$ cat config.mk
export PLATFORM = sky130hd
export DESIGN_NAME = div_flat
export DESIGN_NICKNAME = d
export VERILOG_FILES = /design/src/rtl/div_if.sv /design/src/rtl/div.sv /design/src/flat_wrapper.sv
export SDC_FILE = /design/constraint.sdc
export NUM_CORES = 1
export LEC_CHECK = 0
export CAP_MARGIN = 20
export CORE_MARGIN = 8
export CORE_UTILIZATION = 50
export DETAILED_ROUTE_END_ITERATION = 12
export PLACE_DENSITY = 0.81
export SLEW_MARGIN = 20
export SYNTH_ARGS = -nofsm -noshare
export SYNTH_HDL_FRONTEND = slang
export SYNTH_SLANG_ARGS = --single-unit
$ cat constraint.sdc
create_clock -name clk -period 3.5 [get_ports clk]
set_input_delay 0.7 -clock clk [delete_from_list [all_inputs] [get_ports clk]]
set_output_delay 0.7 -clock clk [all_outputs]
set_load 0.005 [all_outputs]
$ cat src/rtl/div_if.sv
// Purpose : EX-stage <-> divider handshake bundle for DIV/DIVU.
// Signals : signed_div_i  - 1 = signed (DIV), 0 = unsigned (DIVU)
//           opdata1_i     - dividend
//           opdata2_i     - divisor
//           start_i       - level request, held until ready_o is seen
//           annul_i       - abort the current or requested operation
//           result_o      - {remainder, quotient}
//           ready_o       - result valid
// Modports: master = EX stage, slave = divider.
interface div_if;
  localparam int unsigned DATA_W = 32;
  localparam int unsigned RES_W  = 64;

  logic              signed_div_i;
  logic [DATA_W-1:0] opdata1_i;
  logic [DATA_W-1:0] opdata2_i;
  logic              start_i;
  logic              annul_i;
  logic [RES_W-1:0]  result_o;
  logic              ready_o;

  modport master (
    output signed_div_i, opdata1_i, opdata2_i, start_i, annul_i,
    input  result_o, ready_o
  );

  modport slave (
    input  signed_div_i, opdata1_i, opdata2_i, start_i, annul_i,
    output result_o, ready_o
  );
endinterface

$ cat src/rtl/div.sv
// Purpose : multi-cycle 32-bit radix-2 restoring divider for DIV/DIVU.
//           One quotient bit per cycle; result {remainder, quotient}.
// Ports   : clk  - clock, rising edge
//           rst  - asynchronous active-low reset
//           bus  - div_if.slave (operands, start/annul, result/ready)
module div (
  input  logic clk,
  input  logic rst,
  div_if.slave bus
);
  localparam int unsigned DATA_W = 32;
  localparam int unsigned RES_W  = 64;
  localparam int unsigned DVD_W  = 65;
  localparam int unsigned CNT_W  = 6;
  localparam logic [CNT_W-1:0] CNT_LAST = CNT_W'(32);

  typedef enum logic [1:0] {
    ST_FREE   = 2'b00,
    ST_BYZERO = 2'b01,
    ST_ON     = 2'b10,
    ST_END    = 2'b11
  } state_t;

  state_t            r_state, w_state_nxt;
  logic [CNT_W-1:0]  r_cnt, w_cnt_nxt;
  logic [DVD_W-1:0]  r_dividend, w_dividend_nxt;
  logic [DATA_W-1:0] r_divisor, w_divisor_nxt;
  logic              r_sign1, w_sign1_nxt;
  logic              r_sign2, w_sign2_nxt;
  logic              r_signed_q, w_signed_q_nxt;
  logic [RES_W-1:0]  r_result, w_result_nxt;
  logic              r_ready, w_ready_nxt;

  logic              w_req;
  logic              w_div_zero;
  logic [DATA_W-1:0] w_op1_abs;
  logic [DATA_W-1:0] w_op2_abs;
  logic [DATA_W:0]   w_temp;
  logic [DATA_W-1:0] w_quot_fix;
  logic [DATA_W-1:0] w_rem_fix;

  assign w_req      = bus.start_i && !bus.annul_i;
  assign w_div_zero = (bus.opdata2_i == '0);

  // Magnitudes: negate only signed negatives; 0x80000000 maps to itself.
  assign w_op1_abs = (bus.signed_div_i && bus.opdata1_i[DATA_W-1]) ?
                     (~bus.opdata1_i) + DATA_W'(1) : bus.opdata1_i;
  assign w_op2_abs = (bus.signed_div_i && bus.opdata2_i[DATA_W-1]) ?
                     (~bus.opdata2_i) + DATA_W'(1) : bus.opdata2_i;

  // Trial subtraction of the divisor from the current partial remainder.
  assign w_temp = {1'b0, r_dividend[63:32]} - {1'b0, r_divisor};

  // Sign correction: quotient negative when signs differ, remainder follows dividend.
  assign w_quot_fix = (r_signed_q && (r_sign1 != r_sign2)) ?
                      (~r_dividend[31:0]) + DATA_W'(1) : r_dividend[31:0];
  assign w_rem_fix  = (r_signed_q && r_sign1) ?
                      (~r_dividend[64:33]) + DATA_W'(1) : r_dividend[64:33];

  // State register.
  always_ff @(posedge clk or negedge rst) begin
    if (!rst) r_state <= ST_FREE;
    else      r_state <= w_state_nxt;
  end

  // Next-state logic.
  always_comb begin
    w_state_nxt = r_state;
    case (r_state)
      ST_FREE:   if (w_req) w_state_nxt = w_div_zero ? ST_BYZERO : ST_ON;
      ST_BYZERO: w_state_nxt = ST_END;
      ST_ON: begin
        if (bus.annul_i)            w_state_nxt = ST_FREE;
        else if (r_cnt == CNT_LAST) w_state_nxt = ST_END;
      end
      ST_END:    if (!bus.start_i) w_state_nxt = ST_FREE;
      default:   w_state_nxt = ST_FREE;
    endcase
  end

  // Datapath and output next values.
  always_comb begin
    w_cnt_nxt      = r_cnt;
    w_dividend_nxt = r_dividend;
    w_divisor_nxt  = r_divisor;
    w_sign1_nxt    = r_sign1;
    w_sign2_nxt    = r_sign2;
    w_signed_q_nxt = r_signed_q;
    w_result_nxt   = r_result;
    w_ready_nxt    = r_ready;
    case (r_state)
      ST_FREE: begin
        w_ready_nxt  = 1'b0;
        w_result_nxt = '0;
        if (w_req && !w_div_zero) begin
          w_cnt_nxt      = '0;
          w_dividend_nxt = {32'd0, w_op1_abs, 1'b0};
          w_divisor_nxt  = w_op2_abs;
          w_sign1_nxt    = bus.opdata1_i[DATA_W-1];
          w_sign2_nxt    = bus.opdata2_i[DATA_W-1];
          w_signed_q_nxt = bus.signed_div_i;
        end
      end
      ST_BYZERO: w_dividend_nxt = '0;
      ST_ON: begin
        if (!bus.annul_i) begin
          if (r_cnt != CNT_LAST) begin
            // Borrow means the divisor did not fit: shift in a 0 bit.
            if (w_temp[DATA_W]) w_dividend_nxt = {r_dividend[63:0], 1'b0};
            else                w_dividend_nxt = {w_temp[31:0], r_dividend[31:0], 1'b1};
            w_cnt_nxt = r_cnt + CNT_W'(1);
          end else begin
            w_dividend_nxt = {w_rem_fix, r_dividend[32], w_quot_fix};
          end
        end
      end
      ST_END: begin
        if (bus.start_i) begin
          w_ready_nxt  = 1'b1;
          w_result_nxt = {r_dividend[64:33], r_dividend[31:0]};
        end else begin
          w_ready_nxt  = 1'b0;
          w_result_nxt = '0;
        end
      end
      default: begin
        w_ready_nxt  = 1'b0;
        w_result_nxt = '0;
      end
    endcase
  end

  // Datapath and output registers.
  always_ff @(posedge clk or negedge rst) begin
    if (!rst) begin
      r_cnt      <= '0;
      r_dividend <= '0;
      r_divisor  <= '0;
      r_sign1    <= 1'b0;
      r_sign2    <= 1'b0;
      r_signed_q <= 1'b0;
      r_result   <= '0;
      r_ready    <= 1'b0;
    end else begin
      r_cnt      <= w_cnt_nxt;
      r_dividend <= w_dividend_nxt;
      r_divisor  <= w_divisor_nxt;
      r_sign1    <= w_sign1_nxt;
      r_sign2    <= w_sign2_nxt;
      r_signed_q <= w_signed_q_nxt;
      r_result   <= w_result_nxt;
      r_ready    <= w_ready_nxt;
    end
  end

  assign bus.result_o = r_result;
  assign bus.ready_o  = r_ready;
endmodule

$ cat src/flat_wrapper.sv
// flat-port wrapper written by rule: the top's interface ports become plain ports
module div_flat 
  (clk, rst, bus_signed_div_i, bus_opdata1_i, bus_opdata2_i, bus_start_i, bus_annul_i, bus_result_o, bus_ready_o);
  div_if bus_i ();
  input  logic clk;
  input  logic rst;
  input wire logic [$bits(bus_i.signed_div_i)-1:0] bus_signed_div_i;
  input wire logic [$bits(bus_i.opdata1_i)-1:0] bus_opdata1_i;
  input wire logic [$bits(bus_i.opdata2_i)-1:0] bus_opdata2_i;
  input wire logic [$bits(bus_i.start_i)-1:0] bus_start_i;
  input wire logic [$bits(bus_i.annul_i)-1:0] bus_annul_i;
  output wire logic [$bits(bus_i.result_o)-1:0] bus_result_o;
  output wire logic [$bits(bus_i.ready_o)-1:0] bus_ready_o;
  assign bus_i.signed_div_i = bus_signed_div_i;
  assign bus_i.opdata1_i = bus_opdata1_i;
  assign bus_i.opdata2_i = bus_opdata2_i;
  assign bus_i.start_i = bus_start_i;
  assign bus_i.annul_i = bus_annul_i;
  assign bus_result_o = bus_i.result_o;
  assign bus_ready_o = bus_i.ready_o;
  div u_core (.clk(clk), .rst(rst), .bus(bus_i));
endmodule
==> results of run 1 <==
-- Yosys cell counts (all sizes together) (4+ instances only) --
cell type	instances	share of area [%]
a22oi	12	0.76
a221oi	4	0.29
and3	10	0.53
mux2i	18	1.5
nand2b	8	0.42
nand3	26	1.1
nor4b	5	0.55
ha	43	4.5
nor3b	6	0.38
o22ai	7	0.37
nor4	26	1.5
nand2	139	4.5
nor2	105	3.3
dfrtp	173	36
xnor2	50	3.7
o21ai	142	6.0
or2	4	0.21
nand3b	5	0.32
and2	11	0.58
a211oi	11	0.74
nand4	10	0.53
a22o	69	5.1
or4	8	0.57
xor2	39	2.9
a31oi	14	0.74
o31a	4	0.29
o31ai	22	1.5
nor3	38	1.6
o21a	9	0.57
nor2b	10	0.53
a21oi	121	5.1
o2111ai	4	0.35
clkbuf	60	1.9
inv	64	2.0
o21bai	7	0.44
o311ai	6	0.44
o211ai	12	0.76
a21o	17	1.1
mux2	8	0.76
or3	12	0.63
buf	25	1.3
-- cells by family after synthesis --
group	after synthesis	synth area share (%)
adder cells (fa/ha/maj)	44	4.694
flip-flops	173	36.41
XOR/XNOR	89	6.557
AO/OA/AOI/OAI	491	26.84
buffers and inverters	149	5.230
AND/OR/NAND/NOR	431	18.00
multiplexers	26	2.273
-- metrics by stage --
step | setup TNS, ns | utilization, % | setup WS (ns)
global route | 0 | 62.39 | 0.01580
CTS | 0 | 62.33 | 0.1445
finish | 0 | 62.39 | 0.09524
detailed placement | -6.115 | 59.85 | -0.1629
floorplan | 0 | - | 0.3616
global placement | -2.532 | 59.85 | -0.1129
-- power by group --
part	switching, W	total, W	internal (W)
Combinational	0.00247	0.00407	0.00160
Sequential	0.000452	0.00288	0.00243
Clock	0.000889	0.00189	0.00101
Total	0.00381	0.00885	0.00504
-- layout make-up --
cell class / instances / area [um2]
Clock buffer: 17 / 425.4
Clock inverter: 15 / 155.1
Fill cell: 2012 / 8802
Inverter: 64 / 240.2
Multi-Input combinational cell: 1081 / 6965
Sequential cell: 173 / 4329
Tap cell: 319 / 399.1
Timing Repair Buffer: 225 / 2086
-- final timing paths --
path / endpoint / cells after the start / slack (ns)
worst max-delay path: u_core.r_dividend[58] / 10 / 0.1
worst max register to register: u_core.r_dividend[58] / 10 / 0.1
min in group clk: u_core.r_divisor[30] / 2 / 0.48
worst min-delay path: u_core.bus.result_o[40] / 1 / 0.16
worst min register to register: u_core.r_divisor[30] / 2 / 0.48
max in group asynchronous: u_core.bus.result_o[11] / 2 / 2.55
-- per-layer routing --
metal	wire, um	track usage [%]	vias up
met5	0	0	-
met4	728	6.445	0
met3	3389	5.375	70
met2	15360	36.25	550
met1	15950	34.81	5469
li1	-	-	5459
-- critical path, delay by kind of cell (launching register included) --
kind	cells	cell delay (ns)
flip-flops	1	0.44
AO/OA/AOI/OAI	9	2.48
adder cells (fa/ha/maj)	1	0.37
-- what timing repair did --
item	CTS	global route
resized for setup	0	3
setup buffers	0	1
setup endpoints to repair	0	3
-- sequential cells by signal (all words and copies together) (netlist names) --
name,flops
u_core.bus.ready_o,1
u_core.r_sign1,1
u_core.r_divisor,32
u_core.bus.result_o,64
u_core.r_sign2,1
u_core.r_state,2
u_core.r_dividend,65
u_core.r_signed_q,1
u_core.r_cnt,6
==> flow_metrics.py, run 1 <==
metrics = {
    "cts": {
        "htreeDepth": 4,
        "cts_made_buffers": 17,
        "cts_tree": "done",
        "clock-sinks": 173,
        "clockBufferDepth": 2,
        "root_buffer": "clkbuf_16",
        "hold_buffers": 0,
        "cts.reportedPaths.clkPinSlew_ns": 0.07,
        "insertion_delay_ns": 0.44,
    },
    "run": {
        "drv_cap": 0,
    },
    "timing": {
        "max_freq_mhz": 293.7,
        "post-route-period-util_pct": 97.28,
        "slew-limit-headroom_pct": 45.94,
        "drv_slew": 0,
        "tightest_slew_ns": 0.8100,
        "setup_viol": 0,
        "rsz0062_at_grt": "no",
        "hold_ws_ns": 0.1576,
        "final.min_clock_period_ns": 3.405,
        "final_hold_viol_count": 0,
        "fin_skew_ns": 0.01048,
    },
    "drt": {
        "drc": 0,
        "viasPerCell": 6.097,
        "drt_pre_antenna_iters": 5,
        "ant_nets": 0,
        "detail_route.wl_per_cell_um": 18.71,
        "wirelength_mm": 35.43,
        "vias": 11550,
        "drt_iter0_markers": 1188,
    },
    "final_layout": {
        "drive_above_1_share_pct": 10.16,
        "n_antenna_cell": 0,
        "fin_nets": 1675,
        "final_common_cell": "dfrtp_1",
        "fin_area_um2": 14600,
        "mostFrequentLayoutCells": "173 x dfrtp_1, 135 x nand2_1, 133 x o21ai_0, 132 x clkdlybuf4s50_1, 121 x a21oi_1",
        "area_growth_pct": 22.81,
        "instances_no_fill": 1894,
    },
    "global_routing": {
        "grt_pass1_wl_mm": 56.91,
        "grt_pass1_vias": 10830,
        "antenna_found_initial": 0,
        "track_usage_pct": 24.24,
        "grt_max_degree": 76,
        "overflow": 0,
    },
    "place": {
        "placed_cell_area_um2": 14010,
        "place.port_buffers": 133,
        "dp_cells": 1861,
        "hpwlAfterDp_mm": 26.44,
        "gp_congestion": 0.9399,
    },
    "yosys": {
        "yosysWarnings": 0,
        "netlist_area_um2": 11890,
        "synth_edf_count": 0,
        "synth_cell_types": 83,
        "syn-num-nets": 1516,
        "syn_avg_cell_area_um2": 8.474,
        "synth-seq-area-share_pct": 36.41,
        "ys_seq_elements": 173,
        "synth_ff_type": "dfrtp_1",
        "synth_cells": 1403,
        "async_flop_share_pct": 100.0,
    },
    "worst_setup_path": {
        "critPathSlowestCell": "a211oi_1",
        "arrival_ns": 3.72,
        "path_max_fanout": 5,
        "rr_startpoint": "u_core.r_dividend[41]",
        "max_stage_delay_ns": 0.50,
        "cp.required_ns": 3.82,
        "critPathCaptureType": "flop",
        "critPathLaunch": "u_core.r_dividend[41]",
        "start_kind": "flop",
        "crit_chain": "ha_1, a21o_1, a31o_2, a221o_1, o21ai_0, a21oi_1, a211oi_1, o21bai_1, a31oi_1, o21ai_0",
        "criticalPathCategory": "reg2reg",
        "cpMostUsedCell": "o21ai_0",
    },
    "die": {
        "die_h_um": 170.2,
        "dieArea_um2": 28970,
        "io_pins": 134,
        "rows": 56,
        "die_w_um": 170.2,
        "coreArea_um2": 23400,
        "initial_core_util_pct": 50.80,
    },
    "pwr": {
        "vdd_drop_max_mv": 0.5115,
        "p_per_area_nw_per_um2": 606.1,
        "p_total_w": 0.008849,
        "leakagePower_nw": 6.390,
    },
    "hold_path": {
        "hold_path.class": "in2async",
    },
    "status": {
        "status": "complete, no violations",
    },
}
Note: power is estimated with default switching activity, not from simulation.
==> run 2, diff against run 1 <==
--- a/config.mk
+++ b/config.mk
@@ -10,6 +10,7 @@
 export CORE_UTILIZATION = 50
 export DETAILED_ROUTE_END_ITERATION = 12
 export PLACE_DENSITY = 0.81
+export SKIP_CTS_REPAIR_TIMING = 1
 export SLEW_MARGIN = 20
 export SYNTH_ARGS = -nofsm -noshare
 export SYNTH_HDL_FRONTEND = slang
==> results of run 2 <==
No change in the layout: final DEF, timing and power equal those of run 1.
==> run 3, diff against run 2 <==
--- a/config.mk
+++ b/config.mk
@@ -5,11 +5,10 @@
 export SDC_FILE = /design/constraint.sdc
 export NUM_CORES = 1
 export LEC_CHECK = 0
-export CAP_MARGIN = 20
 export CORE_MARGIN = 8
 export CORE_UTILIZATION = 50
 export DETAILED_ROUTE_END_ITERATION = 12
-export PLACE_DENSITY = 0.81
+export PLACE_DENSITY = 0.72
 export SKIP_CTS_REPAIR_TIMING = 1
 export SLEW_MARGIN = 20
 export SYNTH_ARGS = -nofsm -noshare
==> run 3 against run 2 <==
  * Via count is 2.4% lower
  * Highest routed layer unchanged
  * Final cell count is 0.37% higher
  * Hold slack better by 0.15 ns
  * Sequential cell count stayed put
  * Largest power group unchanged
  * Die area stayed put
  * Largest cell class unchanged
  * Setup slack better by 0.087 ns
==> flow_metrics.py, run 3 (synthesis gave the netlist of run 1 again) <==
metrics = {
    "worst_setup_path": {
        "path_max_fanout": 12,
        "cp.required_ns": 3.85,
        "criticalPathCategory": "reg2reg",
        "max_stage_delay_ns": 0.44,
        "arrival_ns": 3.67,
        "crit_chain": "inv_1, ha_1, fa_1, nor2b_1, o31a_1, o31ai_4, a211oi_2, o31a_1, o211a_1, buf_4, nor2_1, buf_12, mux2_2, o21ai_0",
        "cpMostUsedCell": "o31a_1",
        "critPathSlowestCell": "dfrtp_1",
        "timing.critical_path.buf_inv": 3,
        "critPathCaptureType": "flop",
        "cp_top_family": "compound AO/OA/AOI/OAI gates",
        "start_kind": "flop",
    },
    "final_layout": {
        "final_common_cell": "dfrtp_1",
        "final_util_pct": 62.95,
        "regMostFlops": "u_core.r_dividend",
        "mostFrequentLayoutCells": "173 x dfrtp_1, 135 x nand2_1, 134 x o21ai_0, 132 x clkdlybuf4s50_1, 120 x a21oi_1",
        "instances_no_fill": 1901,
        "largest_reg_flops": 65,
        "drive_above_1_share_pct": 10.56,
        "area_growth_pct": 23.91,
        "fin_nets": 1682,
        "n_antenna_cell": 0,
    },
    "global_routing": {
        "grt_max_degree": 79,
        "grt_pass1_wl_mm": 58.59,
        "antenna_found_initial": 0,
        "overflow": 0,
        "grt_pass1_vias": 10920,
        "track_usage_pct": 25.03,
    },
    "timing": {
        "worst_slack_ns": 0.1826,
        "fin_skew_ns": 0.007531,
        "tightest_slew_ns": 1.065,
        "post-route-period-util_pct": 94.78,
        "final_hold_viol_count": 0,
        "final.min_clock_period_ns": 3.317,
        "slew-limit-headroom_pct": 28.86,
        "drv_slew": 0,
        "setup_viol": 0,
        "rsz0062_at_grt": "no",
        "max_freq_mhz": 301.4,
    },
    "place": {
        "gp_congestion": 0.9314,
        "pre_cts_slack_ns": -0.2076,
        "dp_cells": 1869,
        "place.port_buffers": 133,
        "hpwlAfterDp_mm": 27.22,
    },
    "drt": {
        "detail_route.wl_per_cell_um": 18.92,
        "drc": 0,
        "ant_nets": 0,
        "drt_pre_antenna_iters": 5,
        "viasPerCell": 5.928,
        "vias": 11270,
        "drt_iter0_markers": 1353,
        "wirelength_mm": 35.97,
    },
    "status": {
        "status": "complete, no violations",
    },
    "cts": {
        "cts_made_buffers": 17,
        "clock-sinks": 173,
        "htreeDepth": 4,
        "cts.reportedPaths.clkPinSlew_ns": 0.07,
        "insertion_delay_ns": 0.43,
        "cts_tree": "done",
        "clockBufferDepth": 2,
        "root_buffer": "clkbuf_16",
    },
    "pwr": {
        "leakagePower_nw": 6.449,
        "pwr-share-comb_pct": 45.9,
        "power_switching_w": 0.003775,
        "switching_share_pct": 41.86,
        "p_int_w": 0.005244,
        "p_per_area_nw_per_um2": 612.3,
        "vdd_drop_max_mv": 0.3481,
        "seqPwrFrac_pct": 31.7,
        "p_clk_share_pct": 22.4,
    },
    "die": {
        "coreArea_um2": 23400,
        "die_w_um": 170.2,
        "rows": 56,
        "initial_core_util_pct": 50.80,
        "io_pins": 134,
        "die_h_um": 170.2,
        "dieArea_um2": 28970,
    },
    "hold_path": {
        "hold_path.class": "in2async",
    },
    "run": {
        "drv_cap": 0,
    },
}
==> run 3: cell types whose count changed in the layout (fill, tap and decap cells not counted), moves of 2 or more <==
| cell | before | now |
|---|---|---|
| buf_12 | 5 | 8 |
| clkinv_2 | 2 | 0 |
| bufinv_16 | 1 | 3 |
| buf_4 | 87 | 91 |
==> run 3: power groups by stage <==
stage | combinational, W | sequential (W) | clock [W]
final | 0.00414 | 0.00286 | 0.00202
after global routing | 0.00458 | 0.00292 | 0.00213
after CTS | 0.00411 | 0.00285 | 0.00205
after detailed placement | 0.00408 | 0.00289 | 0
after global placement | 0.00402 | 0.00286 | 0
after floorplan | 0.00279 | 0.00273 | 0
==> run 3: cell type report <==
type                    instances  area (um2)
repair buffers                232        2176
clock buffers                  19       442.9
flip-flops and latches        173        4329
clock inverters                13       177.7
well taps                     319       399.1
multi-input cells            1081        6967
inverters                      64       240.2
fillers                      2068        8671
==> run 3: worst paths after layout <==
path                       slack [ns]                   from  depth (start not counted)                 endpoint
min reg2reg                      0.49   u_core.r_divisor[29]                          2     u_core.r_divisor[29]
min in group clk                 0.49   u_core.r_divisor[29]                          2     u_core.r_divisor[29]
max in group asynchronous        2.42                    rst                          2     u_core.r_divisor[16]
max                              0.18  u_core.r_dividend[32]                         14    u_core.r_dividend[44]
max reg2reg                      0.18  u_core.r_dividend[32]                         14    u_core.r_dividend[44]
min                              0.31                    rst                          1  u_core.bus.result_o[36]
==> run 3: layer usage <==
layer | global-route usage [%] | vias up | share of wire, %
met5 | 0 | - | 0
met4 | 7.895 | 0 | 2.0
met3 | 3.614 | 53 | 6.8
met2 | 39.38 | 425 | 45
met1 | 35.05 | 5311 | 46
li1 | - | 5481 | -
==> run 3: metrics by stage <==
stage | total power [W] | hold slack, ns | cell area, um2 | setup TNS [ns]
2_1_floorplan | 0.005524 | 0.4044 | 11890 | 0
3_3_place_gp | 0.006879 | 0.4612 | 14100 | -2.613
3_5_place_dp | 0.006971 | 0.4708 | 14100 | -5.935
4_1_cts | 0.009010 | 0.3335 | 14730 | 0
5_1_grt | 0.009632 | 0.3686 | 14730 | 0
6_report | 0.009020 | 0.3110 | 14730 | 0
